File: config.mk
export PLATFORM = sky130hd
export DESIGN_NAME = text_blitter
export DESIGN_NICKNAME = d
export VERILOG_FILES = /design/src/rtl/text_blitter.sv
export SDC_FILE = /design/constraint.sdc
export NUM_CORES = 1
export LEC_CHECK = 0
export BUFFER_PORTS_ARGS = -buffer_cell sky130_fd_sc_hd__buf_2
export CORE_ASPECT_RATIO = 1.1
export CORE_MARGIN = 10
export CORE_UTILIZATION = 45
export CTS_CLUSTER_SIZE = 20
export DETAILED_ROUTE_END_ITERATION = 8
export GPL_ROUTABILITY_DRIVEN = 0
export PLACE_DENSITY = 0.74
export SETUP_SLACK_MARGIN = 0.4
export SLEW_MARGIN = 20
export SYNTH_ARGS = -nofsm -noshare
export SYNTH_HDL_FRONTEND = slang
export SYNTH_SLANG_ARGS = --single-unit
File: constraint.sdc
create_clock -name CLOCK_50 -period 3.2 [get_ports CLOCK_50]
set_input_delay 0.48 -clock CLOCK_50 [delete_from_list [all_inputs] [get_ports CLOCK_50]]
set_output_delay 0.48 -clock CLOCK_50 [all_outputs]
set_load 0.01 [all_outputs]
File: src/rtl/text_blitter.sv
// Renders a COLS x ROWS character buffer into a pixel framebuffer through an 8x8 font ROM.
// One pixel per accepted framebuffer beat; outputs hold while fb_ready is low.
module text_blitter #(
  parameter int COLS = 40,
  parameter int ROWS = 25
) (
  input  logic        CLOCK_50,
  input  logic        reset,
  input  logic        start,
  input  logic [23:0] fg,
  input  logic [23:0] bg,
  output logic        busy,
  output logic        done,
  output logic [9:0]  txt_adr,
  input  logic [7:0]  txt_d,
  output logic [10:0] font_adr,
  input  logic [7:0]  font_d,
  output logic [15:0] fb_wadr,
  output logic [23:0] fb_d,
  output logic        fb_we,
  input  logic        fb_ready
);

  localparam int CW = (COLS > 1) ? $clog2(COLS) : 1;
  localparam int RW = (ROWS > 1) ? $clog2(ROWS) : 1;

  typedef enum logic [2:0] {
    IDLE,
    FETCH_CHAR,
    WAIT_CHAR,
    FETCH_GLYPH,
    WAIT_GLYPH,
    WRITE
  } state_t;

  state_t        state_q, state_d;
  logic [CW-1:0] col_q, col_d;
  logic [RW-1:0] row_q, row_d;
  logic [2:0]    grow_q, grow_d;
  logic [2:0]    px_q, px_d;
  logic [7:0]    char_q, char_d;
  logic [7:0]    bits_q, bits_d;
  logic [23:0]   fg_q, fg_d;
  logic [23:0]   bg_q, bg_d;
  logic          busy_q, busy_d;
  logic          done_q, done_d;
  logic [9:0]    txt_adr_q;
  logic [10:0]   font_adr_q;
  logic          last_col, last_row;

  assign last_col = (int'(col_q) == COLS - 1);
  assign last_row = (int'(row_q) == ROWS - 1);

  // Pixel address is a pure function of the position counters, so it stays put during stalls.
  assign fb_wadr = 16'((int'(row_q) * 8 + int'(grow_q)) * (COLS * 8) + int'(col_q) * 8 + int'(px_q));
  assign fb_d    = bits_q[7] ? fg_q : bg_q;
  assign busy    = busy_q;
  assign done    = done_q;

  always_comb begin
    state_d  = state_q;
    col_d    = col_q;
    row_d    = row_q;
    grow_d   = grow_q;
    px_d     = px_q;
    char_d   = char_q;
    bits_d   = bits_q;
    fg_d     = fg_q;
    bg_d     = bg_q;
    busy_d   = busy_q;
    done_d   = 1'b0;
    txt_adr  = txt_adr_q;
    font_adr = font_adr_q;
    fb_we    = 1'b0;

    case (state_q)
      IDLE: begin
        if (start) begin
          fg_d    = fg;
          bg_d    = bg;
          col_d   = '0;
          row_d   = '0;
          grow_d  = 3'd0;
          px_d    = 3'd0;
          busy_d  = 1'b1;
          state_d = FETCH_CHAR;
        end
      end
      FETCH_CHAR: begin
        txt_adr = 10'(int'(row_q) * COLS + int'(col_q));
        state_d = WAIT_CHAR;
      end
      WAIT_CHAR: begin
        char_d  = txt_d;
        state_d = FETCH_GLYPH;
      end
      FETCH_GLYPH: begin
        font_adr = {char_q, grow_q};
        state_d  = WAIT_GLYPH;
      end
      WAIT_GLYPH: begin
        bits_d  = font_d;
        px_d    = 3'd0;
        state_d = WRITE;
      end
      WRITE: begin
        fb_we = 1'b1;
        if (fb_ready) begin
          px_d   = px_q + 3'd1;
          bits_d = {bits_q[6:0], 1'b0};
          if (px_q == 3'd7) begin
            if (grow_q != 3'd7) begin
              grow_d  = grow_q + 3'd1;
              state_d = FETCH_GLYPH;
            end else begin
              grow_d = 3'd0;
              if (!last_col) begin
                col_d   = col_q + 1'b1;
                state_d = FETCH_CHAR;
              end else if (!last_row) begin
                col_d   = '0;
                row_d   = row_q + 1'b1;
                state_d = FETCH_CHAR;
              end else begin
                col_d   = '0;
                busy_d  = 1'b0;
                done_d  = 1'b1;
                state_d = IDLE;
              end
            end
          end
        end
      end
      default: state_d = IDLE;
    endcase
  end

  always_ff @(posedge CLOCK_50 or negedge reset) begin
    if (!reset) begin
      state_q    <= IDLE;
      col_q      <= '0;
      row_q      <= '0;
      grow_q     <= 3'd0;
      px_q       <= 3'd0;
      char_q     <= 8'd0;
      bits_q     <= 8'd0;
      fg_q       <= 24'd0;
      bg_q       <= 24'd0;
      busy_q     <= 1'b0;
      done_q     <= 1'b0;
      txt_adr_q  <= 10'd0;
      font_adr_q <= 11'd0;
    end else begin
      state_q    <= state_d;
      col_q      <= col_d;
      row_q      <= row_d;
      grow_q     <= grow_d;
      px_q       <= px_d;
      char_q     <= char_d;
      bits_q     <= bits_d;
      fg_q       <= fg_d;
      bg_q       <= bg_d;
      busy_q     <= busy_d;
      done_q     <= done_d;
      txt_adr_q  <= txt_adr;
      font_adr_q <= font_adr;
    end
  end

endmodule

==> results by group <==
STA
  – Slew HR: 0.557
  – Final critical-path share of the clock period: 0.988
  – Post-layout minimum cycle time: 3.16 ns
  – Final setup viols: 0
  – Worst clock skew on the final layout: between 0.005 and 0.006 ns
  – Minimum setup slack in the final design: about 0.038 ns
  – Upper clock frequency limit: 316 MHz
  – Final Max Slew Viols: 0
  – Final worst hold slack: 0.125 ns
  – Hold Vio Cnt, Final: 0
  – Unrepaired setup endpoints after global routing: yes
  – Actual slew at the worst max-slew pin: 0.662 ns

Yosys
  – Total of warnings raised by yosys: 0
  – Dominant cell by count in the synthesized netlist: sky130_fd_sc_hd__nand2_1
  – Fraction of post-synthesis cell area in the top cell type by area: 0.494
  – Post-synthesis cell area: 0.00543 sq mm
  – Predominant post-synthesis flop cell: sky130_fd_sc_hd__dfrtp_1
  – Number of flip-flops and latches in the synthesized netlist: approximately 110
  – Share of synthesized flip-flops with an asynchronous set or reset: 1.00
  – Netlist cell types: 49
  – Ranking of synthesized cells by area: sky130_fd_sc_hd__dfrtp_1 49%, sky130_fd_sc_hd__nand2_1 13%, sky130_fd_sc_hd__mux2_2 8.7%
  – Cell count after synthesis: 556
  – Most used standard cells in the synthesized netlist: 189 x sky130_fd_sc_hd__nand2_1, 107 x sky130_fd_sc_hd__dfrtp_1, 42 x sky130_fd_sc_hd__mux2_2
  – Number of enable flip-flop cells after synthesis: 0
  – Cell type with the highest aggregate area in the netlist: sky130_fd_sc_hd__dfrtp_1
  – Nets in the synthesized netlist: about 650
  – Average instance area after synthesis: 9.76 sq um
  – Sequential-to-total area share from yosys stat: 0.494

Route
  – Drt wl/cell: 16.5 um
  – Number of design rule violations left after detail routing: 0
  – Met1 WL: 5950 um
  – Routed vias/inst: ~5
  – Via count: 4426
  – Initial DRC Count: between 200 and 250
  – Met3 routed wirelength: 685 um
  – Post-detailed-route count of antenna-violating nets: 0
  – Total wire length: 14200 um
  – Top Layer Used: met4
  – Met2 Routed Length: 7220 um
  – Detailed Routing Iterations Pass 1: 4

Pwr
  – Total power divided by cell area: 793 mW/mm^2
  – LEAKAGE: 0.00360 uW
  – Maximum vdd ir drop: 0.000430 V

Setup path
  – Worst path arrival time: 2.68 ns
  – Path depth of the worst reg2reg path: 11
  – Slack of the worst reg-to-reg path: 0.85 ns
  – Largest stage delay on the critical path: 0.44 ns
  – Worst reg2reg startpoint: row_q[0]
  – CP max stage cell: sky130_fd_sc_hd__dfrtp_2
  – Largest delay contributor family on the critical path: adder cells
  – Required time reported for the critical path endpoint: 2.72 ns
  – Maximum fanout encountered on the critical timing path: 3
  – Cells along the critical path: ha_4, ha_4, inv_2, fa_2, nand2b_4, a211oi_4, nor4_1, a211o_1, xnor2_1, buf_2
  – Crit Reg-Reg Endpoint: txt_adr_q[8]
  – Most used cell along the critical path: sky130_fd_sc_hd__ha_4
  – CP Buf/Inv Count: 2
  – Critical Path End Type: output port
  – CP startpoint: row_q[0]
  – Setup Crit Path Kind: reg2out
  – Launching element type of the critical path: register

CTS
  – Worst skew pair latency: 0.34 ns
  – Number of buffers added to fix hold violations after cts: 0
  – Clock-pin slew of the registers on the worst-case setup and hold paths: 0.08 ns
  – Cell at the root of the clock tree: sky130_fd_sc_hd__clkbuf_16
  – CTS sink count: 107
  – CTS tree: done
  – CTS buffer count: 9
  – H-tree depth: 3
  – Maximum clock insertion buffer count: 2

Layout
  – Post-synthesis to final-layout area growth: 28.0%
  – Net count of the finished layout: 799
  – Share of layout cells above drive strength 1: 0.373

GRT
  – Global-route wire length before repair: ~22000 um
  – Number of global-route vias before repair: 4572
  – Tot GR Track Use: 0.155
  – Number of antenna violations at the first check in global routing: 0
  – Largest net degree at the start of global routing: 52
  – Global-route congestion overflow total: 0

Placed design
  – Detailed placement HPWL: between 9000 and 10000 um
  – Worst slack at placement: 0.125 ns
  – Buffers on Ports: 131

Die
  – Count of pins on the block boundary: approximately 130
  – Initial cell density of the core: 0.455
  – Core box area: between 0.01 and 0.015 sq mm
  – Floorplan die area: 0.0169 sq mm
  – Die X: 125 um
  – Y dimension of the die: 135 um
  – # rows: 42

Hold path
  – Worst min path class: in2async

Run status
  – Status: complete, no violations

Job
  – Max Cap Viol: 0
cell type report:
type                            instances  area [sq um]
Fill cell                            1036          4980
Clock buffer                            9           225
Timing Repair Buffer                  161           907
Multi-Input combinational cell        407          2800
Antenna cell                            1          2.50
Clock inverter                          7          71.3
Tap cell                              154           193
Inverter                               16          61.3
Sequential cell                       107          2690
layer usage:
layer / vias to the layer above / global-route usage
li1: 2137 / -
met4: 0 / 0.0693
met5: - / 0
met1: 2142 / 0.183
met2: 121 / 0.262
met3: 26 / 0.0360
sequential cells by signal, indices dropped and copies added, names as in the netlist, 3 cells and up:
register,flops
bg_q,24
fg_q,24
font_adr_q,11
txt_adr_q,10
bits_q,8
char_q,8
col_q,6
row_q,5
grow_q,3
px_q,3
state_q,3
per-stage QoR:
step                utilization  std cells  setup TNS [ns]  cell area [sq um]  total power (uW)
finish                    0.582        862               0               6950              5510
global route              0.582        861         -0.0686               6940              5910
CTS                       0.563        850               0               6710              5480
detailed placement        0.520        821               0               6210              4280
global placement          0.520        821               0               6210              4180
floorplan                     -        556               0               5430              3550
logic make-up (layout without fill, tap and decap cells):
family                     after synthesis  after routing  synth area share
other                                    0              1                 0
AOI/OAI and AO/OA                       67             67            0.0793
adders and majority gates               29             29            0.0724
xor gates and xnor gates                19             19            0.0307
buffers and inverters                   42            193            0.0344
and+or+nand+nor                        243            243             0.190
DFF                                    107            107             0.494
muxes                                   49             49             0.100
where the power goes:
| group | internal (uW) | switching, uW | total, uW | leakage (uW) |
|---|---|---|---|---|
| Combinational | 1010 | 1290 | 2300 | 0.00209 |
| Clock | 550 | 546 | 1100 | 0.000139 |
| Sequential | 1830 | 281 | 2110 | 0.00138 |
| Total | 3390 | 2120 | 5510 | 0.00360 |
repair_timing:
action	4_1_cts	5_1_grt
resized for setup	26	28
setup buffers	13	11
pin swaps	7	21
setup endpoints to repair	8	10
layout by cell type, fill, tap and decap left out, types with 8 or more instances in the layout:
master	instances
sky130_fd_sc_hd__ha_1	16
sky130_fd_sc_hd__nor2_1	9
sky130_fd_sc_hd__buf_4	27
sky130_fd_sc_hd__buf_2	130
sky130_fd_sc_hd__inv_1	14
sky130_fd_sc_hd__nand2_1	189
sky130_fd_sc_hd__dfrtp_1	100
sky130_fd_sc_hd__ha_4	8
sky130_fd_sc_hd__o21ai_0	29
sky130_fd_sc_hd__mux2_2	42
sky130_fd_sc_hd__xnor2_1	9
sky130_fd_sc_hd__clkbuf_16	9
how the worst max path moves through the flow:
stage,end,slack (ns),depth (start not counted)
4_1_cts,fb_wadr[15],0.12,10
6_report,fb_wadr[15],0.04,10
5_1_grt,fb_wadr[13],-0.04,9
3_5_place_dp,txt_adr[9],0.13,9
3_3_place_gp,txt_adr[9],0.31,9
2_1_floorplan,txt_adr[9],0.42,8
(Power assumes the default switching activity.)
